$ cat src/rtl/fifo_pkg.sv
// Shared constants for the sync_fifo_pro family.
package fifo_pkg;
   localparam int FIFO_MODE_STD  = 0;
   localparam int FIFO_MODE_FWFT = 1;
endpackage

$ cat src/rtl/sync_fifo_pro_if.sv
// Producer/consumer-side bundle of sync_fifo_pro; master drives requests, slave is the FIFO.
interface sync_fifo_pro_if #(
   parameter int DATA_WIDTH = 8,
   parameter int DEPTH      = 16
) ();
   localparam int ADDR_WIDTH = $clog2(DEPTH);

   logic                  clr;
   logic                  wr_en;
   logic [DATA_WIDTH-1:0] wr_data;
   logic                  rd_en;
   logic [DATA_WIDTH-1:0] rd_data;
   logic                  rd_valid;
   logic                  full;
   logic                  empty;
   logic                  almost_full;
   logic                  almost_empty;
   logic [ADDR_WIDTH:0]   af_thresh;
   logic [ADDR_WIDTH:0]   ae_thresh;
   logic [ADDR_WIDTH:0]   data_count;
   logic                  overflow;
   logic                  underflow;
   logic                  err_clr;

   modport master (
      output clr, wr_en, wr_data, rd_en, af_thresh, ae_thresh, err_clr,
      input  rd_data, rd_valid, full, empty, almost_full, almost_empty,
             data_count, overflow, underflow
   );

   modport slave (
      input  clr, wr_en, wr_data, rd_en, af_thresh, ae_thresh, err_clr,
      output rd_data, rd_valid, full, empty, almost_full, almost_empty,
             data_count, overflow, underflow
   );
endinterface

$ cat src/rtl/fifo_mem_2p.sv
// Two-port storage array: synchronous write, asynchronous read. Contents are never reset.
module fifo_mem_2p #(
   parameter int DATA_WIDTH = 8,
   parameter int DEPTH      = 16
) (
   input  logic                          clk,
   input  logic                          i_wr_en,
   input  logic [$clog2(DEPTH)-1:0]      i_wr_addr,
   input  logic [DATA_WIDTH-1:0]         i_wr_data,
   input  logic [$clog2(DEPTH)-1:0]      i_rd_addr,
   output logic [DATA_WIDTH-1:0]         o_rd_data
);
   logic [DATA_WIDTH-1:0] r_mem [DEPTH];

   // Write port
   always_ff @(posedge clk) begin
      if (i_wr_en) begin
         r_mem[i_wr_addr] <= i_wr_data;
      end
   end

   assign o_rd_data = r_mem[i_rd_addr];
endmodule

$ cat src/rtl/sync_fifo_pro.sv
// Parametrised single-clock FIFO with STD/FWFT read modes, thresholds, flush and sticky errors.
module sync_fifo_pro
   import fifo_pkg::*;
#(
   parameter int DATA_WIDTH = 8,
   parameter int DEPTH      = 16,
   parameter int FWFT       = FIFO_MODE_STD
) (
   input  logic           clk,
   input  logic           rst,
   sync_fifo_pro_if.slave bus
);
   localparam int                    ADDR_WIDTH = $clog2(DEPTH);
   localparam logic [ADDR_WIDTH:0]   C_DEPTH    = (ADDR_WIDTH+1)'(DEPTH);
   localparam logic [ADDR_WIDTH:0]   C_CNT_ZERO = (ADDR_WIDTH+1)'(0);
   localparam logic [ADDR_WIDTH:0]   C_CNT_ONE  = (ADDR_WIDTH+1)'(1);
   localparam logic [ADDR_WIDTH-1:0] C_PTR_ZERO = ADDR_WIDTH'(0);
   localparam logic [ADDR_WIDTH-1:0] C_PTR_ONE  = ADDR_WIDTH'(1);

   logic [ADDR_WIDTH-1:0] r_wr_ptr;
   logic [ADDR_WIDTH-1:0] r_rd_ptr;
   logic [ADDR_WIDTH:0]   r_count;
   logic                  r_overflow;
   logic                  r_underflow;
   logic                  w_full;
   logic                  w_empty;
   logic                  w_rd_acc;
   logic                  w_wr_acc;
   logic                  w_mem_we;
   logic [DATA_WIDTH-1:0] w_mem_rd_data;

   assign w_full   = (r_count == C_DEPTH);
   assign w_empty  = (r_count == C_CNT_ZERO);
   assign w_rd_acc = bus.rd_en && !w_empty;
   // A full FIFO still takes a write when a pop frees a slot on the same edge.
   assign w_wr_acc = bus.wr_en && (!w_full || w_rd_acc);
   assign w_mem_we = w_wr_acc && !bus.clr;

   fifo_mem_2p #(
      .DATA_WIDTH (DATA_WIDTH),
      .DEPTH      (DEPTH)
   ) u_mem (
      .clk       (clk),
      .i_wr_en   (w_mem_we),
      .i_wr_addr (r_wr_ptr),
      .i_wr_data (bus.wr_data),
      .i_rd_addr (r_rd_ptr),
      .o_rd_data (w_mem_rd_data)
   );

   // Pointers and occupancy; clr empties the FIFO and drops same-cycle accesses.
   always_ff @(posedge clk or posedge rst) begin
      if (rst) begin
         r_wr_ptr <= C_PTR_ZERO;
         r_rd_ptr <= C_PTR_ZERO;
         r_count  <= C_CNT_ZERO;
      end else if (bus.clr) begin
         r_wr_ptr <= C_PTR_ZERO;
         r_rd_ptr <= C_PTR_ZERO;
         r_count  <= C_CNT_ZERO;
      end else begin
         if (w_wr_acc) r_wr_ptr <= r_wr_ptr + C_PTR_ONE;
         if (w_rd_acc) r_rd_ptr <= r_rd_ptr + C_PTR_ONE;
         case ({w_wr_acc, w_rd_acc})
            2'b10:   r_count <= r_count + C_CNT_ONE;
            2'b01:   r_count <= r_count - C_CNT_ONE;
            default: r_count <= r_count;
         endcase
      end
   end

   // Sticky error flags; a set event beats err_clr on the same edge.
   always_ff @(posedge clk or posedge rst) begin
      if (rst) begin
         r_overflow  <= 1'b0;
         r_underflow <= 1'b0;
      end else if (bus.clr) begin
         r_overflow  <= 1'b0;
         r_underflow <= 1'b0;
      end else begin
         if (bus.wr_en && !w_wr_acc) r_overflow <= 1'b1;
         else if (bus.err_clr)       r_overflow <= 1'b0;
         if (bus.rd_en && w_empty)   r_underflow <= 1'b1;
         else if (bus.err_clr)       r_underflow <= 1'b0;
      end
   end

   generate
      if (FWFT == FIFO_MODE_FWFT) begin : g_fwft
         assign bus.rd_data  = w_mem_rd_data;
         assign bus.rd_valid = !w_empty;
      end else begin : g_std
         logic [DATA_WIDTH-1:0] r_rd_data;
         logic                  r_rd_valid;

         // Registered read: data one cycle after the pop, valid for that cycle only.
         always_ff @(posedge clk or posedge rst) begin
            if (rst) begin
               r_rd_data  <= {DATA_WIDTH{1'b0}};
               r_rd_valid <= 1'b0;
            end else if (bus.clr) begin
               r_rd_valid <= 1'b0;
            end else begin
               r_rd_valid <= w_rd_acc;
               if (w_rd_acc) r_rd_data <= w_mem_rd_data;
            end
         end

         assign bus.rd_data  = r_rd_data;
         assign bus.rd_valid = r_rd_valid;
      end
   endgenerate

   assign bus.full         = w_full;
   assign bus.empty        = w_empty;
   assign bus.data_count   = r_count;
   assign bus.almost_full  = (r_count >= bus.af_thresh);
   assign bus.almost_empty = (r_count <= bus.ae_thresh);
   assign bus.overflow     = r_overflow;
   assign bus.underflow    = r_underflow;
endmodule

$ cat src/flat_wrapper.sv
// flat-port wrapper written by rule: the top's interface ports become plain ports
module sync_fifo_pro_flat import fifo_pkg::*;
#(
   parameter int DATA_WIDTH = 8,
   parameter int DEPTH      = 16,
   parameter int FWFT       = FIFO_MODE_STD
)
  (clk, rst, bus_clr, bus_wr_en, bus_wr_data, bus_rd_en, bus_af_thresh, bus_ae_thresh, bus_err_clr, bus_rd_data, bus_rd_valid, bus_full, bus_empty, bus_almost_full, bus_almost_empty, bus_data_count, bus_overflow, bus_underflow);
  sync_fifo_pro_if #(.DATA_WIDTH(DATA_WIDTH), .DEPTH(DEPTH)) bus_i ();
  input  logic clk;
  input  logic rst;
  input wire logic [$bits(bus_i.clr)-1:0] bus_clr;
  input wire logic [$bits(bus_i.wr_en)-1:0] bus_wr_en;
  input wire logic [$bits(bus_i.wr_data)-1:0] bus_wr_data;
  input wire logic [$bits(bus_i.rd_en)-1:0] bus_rd_en;
  input wire logic [$bits(bus_i.af_thresh)-1:0] bus_af_thresh;
  input wire logic [$bits(bus_i.ae_thresh)-1:0] bus_ae_thresh;
  input wire logic [$bits(bus_i.err_clr)-1:0] bus_err_clr;
  output wire logic [$bits(bus_i.rd_data)-1:0] bus_rd_data;
  output wire logic [$bits(bus_i.rd_valid)-1:0] bus_rd_valid;
  output wire logic [$bits(bus_i.full)-1:0] bus_full;
  output wire logic [$bits(bus_i.empty)-1:0] bus_empty;
  output wire logic [$bits(bus_i.almost_full)-1:0] bus_almost_full;
  output wire logic [$bits(bus_i.almost_empty)-1:0] bus_almost_empty;
  output wire logic [$bits(bus_i.data_count)-1:0] bus_data_count;
  output wire logic [$bits(bus_i.overflow)-1:0] bus_overflow;
  output wire logic [$bits(bus_i.underflow)-1:0] bus_underflow;
  assign bus_i.clr = bus_clr;
  assign bus_i.wr_en = bus_wr_en;
  assign bus_i.wr_data = bus_wr_data;
  assign bus_i.rd_en = bus_rd_en;
  assign bus_i.af_thresh = bus_af_thresh;
  assign bus_i.ae_thresh = bus_ae_thresh;
  assign bus_i.err_clr = bus_err_clr;
  assign bus_rd_data = bus_i.rd_data;
  assign bus_rd_valid = bus_i.rd_valid;
  assign bus_full = bus_i.full;
  assign bus_empty = bus_i.empty;
  assign bus_almost_full = bus_i.almost_full;
  assign bus_almost_empty = bus_i.almost_empty;
  assign bus_data_count = bus_i.data_count;
  assign bus_overflow = bus_i.overflow;
  assign bus_underflow = bus_i.underflow;
  sync_fifo_pro #(.DATA_WIDTH(DATA_WIDTH), .DEPTH(DEPTH), .FWFT(FWFT)) u_core (.clk(clk), .rst(rst), .bus(bus_i));
endmodule
$ cat config.mk
export PLATFORM = sky130hd
export DESIGN_NAME = sync_fifo_pro_flat
export DESIGN_NICKNAME = d
export VERILOG_FILES = /design/src/rtl/fifo_pkg.sv /design/src/rtl/sync_fifo_pro_if.sv /design/src/rtl/fifo_mem_2p.sv /design/src/rtl/sync_fifo_pro.sv /design/src/flat_wrapper.sv
export SDC_FILE = /design/constraint.sdc
export NUM_CORES = 1
export LEC_CHECK = 0
export BUFFER_PORTS_ARGS = -buffer_cell sky130_fd_sc_hd__clkbuf_2
export CAP_MARGIN = 40
export CORE_ASPECT_RATIO = 0.6
export CORE_UTILIZATION = 40
export CTS_BUF_LIST = sky130_fd_sc_hd__clkbuf_8
export DETAILED_ROUTE_END_ITERATION = 12
export GPL_TIMING_DRIVEN = 1
export PLACE_DENSITY = 0.67
export SYNTH_ARGS = -nofsm -noshare
export SYNTH_HDL_FRONTEND = slang
export SYNTH_SLANG_ARGS = --single-unit
$ cat constraint.sdc
create_clock -name clk -period 4.6 [get_ports clk]
set_input_delay 0.46 -clock clk [delete_from_list [all_inputs] [get_ports clk]]
set_output_delay 0.46 -clock clk [all_outputs]
set_load 0.005 [all_outputs]
==> results.cfg <==
[status]
status = complete, but fails checks
failed_checks = DRC

[yosys]
synth-edff-count = 128
synth_commonest_cells = edfxtp_1 (128), mux4_2 (32), nor2_1 (32)
yosys_warnings = 0
synth_nets = 424
ys_dominant_reg_cell = edfxtp_1
synth_cell_types = 44
syn_area_mm2 = 0.00650
netlist_instances = 381
yosysTopAreaCell = edfxtp_1
yosysMostFrequentCell = edfxtp_1
yosys_register_bits = 152
synth_top_area_frac = 0.591
ys_seq_area_frac = 0.683
async_flop_share = 0.158
synth_area_leaders = edfxtp_1 (59%), mux4_2 (11%), dfrtp_1 (9.2%)
avgSynthCellArea_um2 = 17.1

[clocking]
htree_num_levels = 4
clkLatencyLatePin_ns = 0.44
cts_setup_buffers = 0
cts.sinks = 152
clock_path_buffers = 2
cts_made_buffers = 17
cts_tree = built
ctsRootBufferMaster = clkbuf_8
clk_pin_slew_ns = 0.09

[finish]
n_antenna_cell = 0
nNetsFinal = 480
drive_gt1_frac = 0.293
nFillCells = 1310
fin_cells = 653
area_delta_synth_final_pct = 13.6

[timing]
setup_viol = 0
fin_skew_ns = 0.0109
max_freq_ghz = 0.320
finalCritPeriodShare = 0.680
setup_tns_ns = 0
worst_pin_slew_ns = 0.629
maxSlewViolCount = 0
rsz0062_at_grt = no
slew_headroom = 0.581
min_period_ns = 3.13
final_hold_viol_count = 0

[grt]
gr-usage-all-layers = 0.172
grt_max_degree = 33
grt_first_pass_wirelength_um = 20600
overflow = 0
antenna_found_initial = 0
grt_pass1_vias = 3526

[pwr]
share_seq_of_total_power = 0.516
powerDensity_mw_per_mm2 = 431
p_sw_frac = 0.287
p_int_uw = 2270
p_leak_uw = 0.00264
p_switching_uw = 911
power_frac_comb = 0.173
p_clk_frac = 0.311
vdd_ir_drop_max_v = 0.000179

[setup_path]
cp-endpoint = u_core.bus.data_count[4]$_DFFE_PP0P_
crit-reg2reg-launch = u_core.bus.data_count[1]$_DFFE_PP0P_
worst_setup_path_end_kind = flip-flop
crit_path_start_kind = flip-flop
crit_type = flip-flop to flip-flop
reg2regPathDepth = 10
crit_start = u_core.bus.data_count[1]$_DFFE_PP0P_
cp.required_ns = 4.97
arrival_ns = 3.49
cp_max_fo = 8
r2r_setup_slack_ns = 1.47
worstReg2RegEnd = u_core.bus.data_count[4]$_DFFE_PP0P_

[placed_design]
placedCellCount = 620
numPortBuffers = 43
dpl.hpwl_um = 9150
gp_congestion = 0.804

[job]
maxCapViolations = 0

[routing]
viasPerCell = 5.29
drt_iter0_markers = 302
drc_errors = 1
routed_wl_um = 13400
vias = 3453
detail_route.wl_per_cell_um = 20.5
drtPass1Iterations = 9
drtAntennaViolNets = 0

[die]
die_area_mm2 = 0.0168
die_w_um = 167
initial_core_util = 0.416
io_pins = 44
rows = 35
core_area_mm2 = 0.0156
die_y_um = 101

[worst_hold_path]
hp-class = input port to flip-flop
==> cells in the final DEF (no fill, tap or decap), types with 7 or more instances in the layout <==
cell and instances:
edfxtp_1 128, nand2_1 13, clkbuf_2 43, inv_6 7, mux2i_1 17, mux4_2 32
dfrtp_1 23, inv_1 18, clkbuf_8 18, ha_1 18, buf_4 11, nor2_1 32
o221ai_1 7, a21oi_1 9, and3_1 8
==> timing repair <==
action	CTS	global route
setup endpoints to repair	0	0
endpoints found under the hold margin	7	0
gates resized for setup	0	0
hold buffers	1	0
==> cell type report <==
type                    instances  area, µm²  area share
clock buffers                  18        248      0.0335
inverters                      19       76.3      0.0103
clock inverters                14        139      0.0188
flip-flops and latches        152       4450       0.602
multi-input cells             191       1890       0.256
well taps                     203        254      0.0344
repair buffers                 56        335      0.0454
==> state kept, by name, summed over array words and instances, names as in the netlist <==
register	cells
u_core.r_wr_ptr	4
u_core.r_rd_ptr	4
u_core.bus.rd_data	8
u_core.bus.data_count	5
u_core.u_mem.r_mem	128
u_core.bus.rd_valid	1
u_core.bus.underflow	1
u_core.bus.overflow	1
==> layer usage <==
layer,track usage,vias to the layer above,part of all wire
li1,-,1583,-
met5,0,-,0
met4,0.0499,0,0.0068
met3,0.0373,11,0.067
met2,0.259,86,0.45
met1,0.254,1773,0.47
==> logic make-up after synthesis <==
family | after synthesis | share of synthesized area
flip-flops | 152 | 0.683
AND/OR/NAND/NOR | 79 | 0.0621
multiplexers | 53 | 0.144
buffers and inverters | 38 | 0.0264
AO/OA/AOI/OAI | 32 | 0.0358
adder cells (fa/ha/maj) | 19 | 0.0377
XOR/XNOR | 8 | 0.0108
==> how the worst min path moves through the flow <==
stage,startpoint,to,slack (ns),cells past startpoint
global route,bus_err_clr,u_core.bus.overflow$_DFFE_PP0P_,0.39,4
CTS,bus_err_clr,u_core.bus.underflow$_DFFE_PP0P_,0.34,4
floorplan,rst,u_core.bus.data_count[0]$_DFFE_PP0P_,0.47,1
detailed placement,rst,u_core.bus.underflow$_DFFE_PP0P_,0.46,2
global placement,u_core.bus.rd_data[4]$_DFFE_PP0P_,u_core.bus.rd_data[4]$_DFFE_PP0P_,0.48,2
finish,bus_err_clr,u_core.bus.overflow$_DFFE_PP0P_,0.36,4
==> per-stage QoR <==
stage	util	worst slack, ns	power (µW)	area (µm²)	hold slack, ns
floorplan	-	1.82	2020	6500	0.475
global placement	0.441	1.64	2200	6900	0.482
finish	0.472	1.47	3180	7390	0.356
global route	0.472	1.36	3330	7390	0.392
detailed placement	0.447	1.52	2220	6990	0.462
CTS	0.472	1.49	3210	7390	0.343
==> worst max-delay path: stages, from the launching register on <==
cell	delay, ns
dfrtp_1	0.48
or4_1	0.71
o21ai_4	0.29
or2_2	0.18
inv_1	0.07
ha_1	0.33
nand2b_1	0.09
a21oi_1	0.13
or4bb_1	0.51
a21o_1	0.17
a21oi_1	0.11
==> power groups by stage <==
stage	Clock [µW]	Combinational [µW]	Sequential (µW)
2_1_floorplan	0	375	1650
3_3_place_gp	0	532	1670
3_5_place_dp	0	550	1670
4_1_cts	1010	555	1640
5_1_grt	1060	619	1650
6_report	989	549	1640
(Power assumes the default switching activity.)
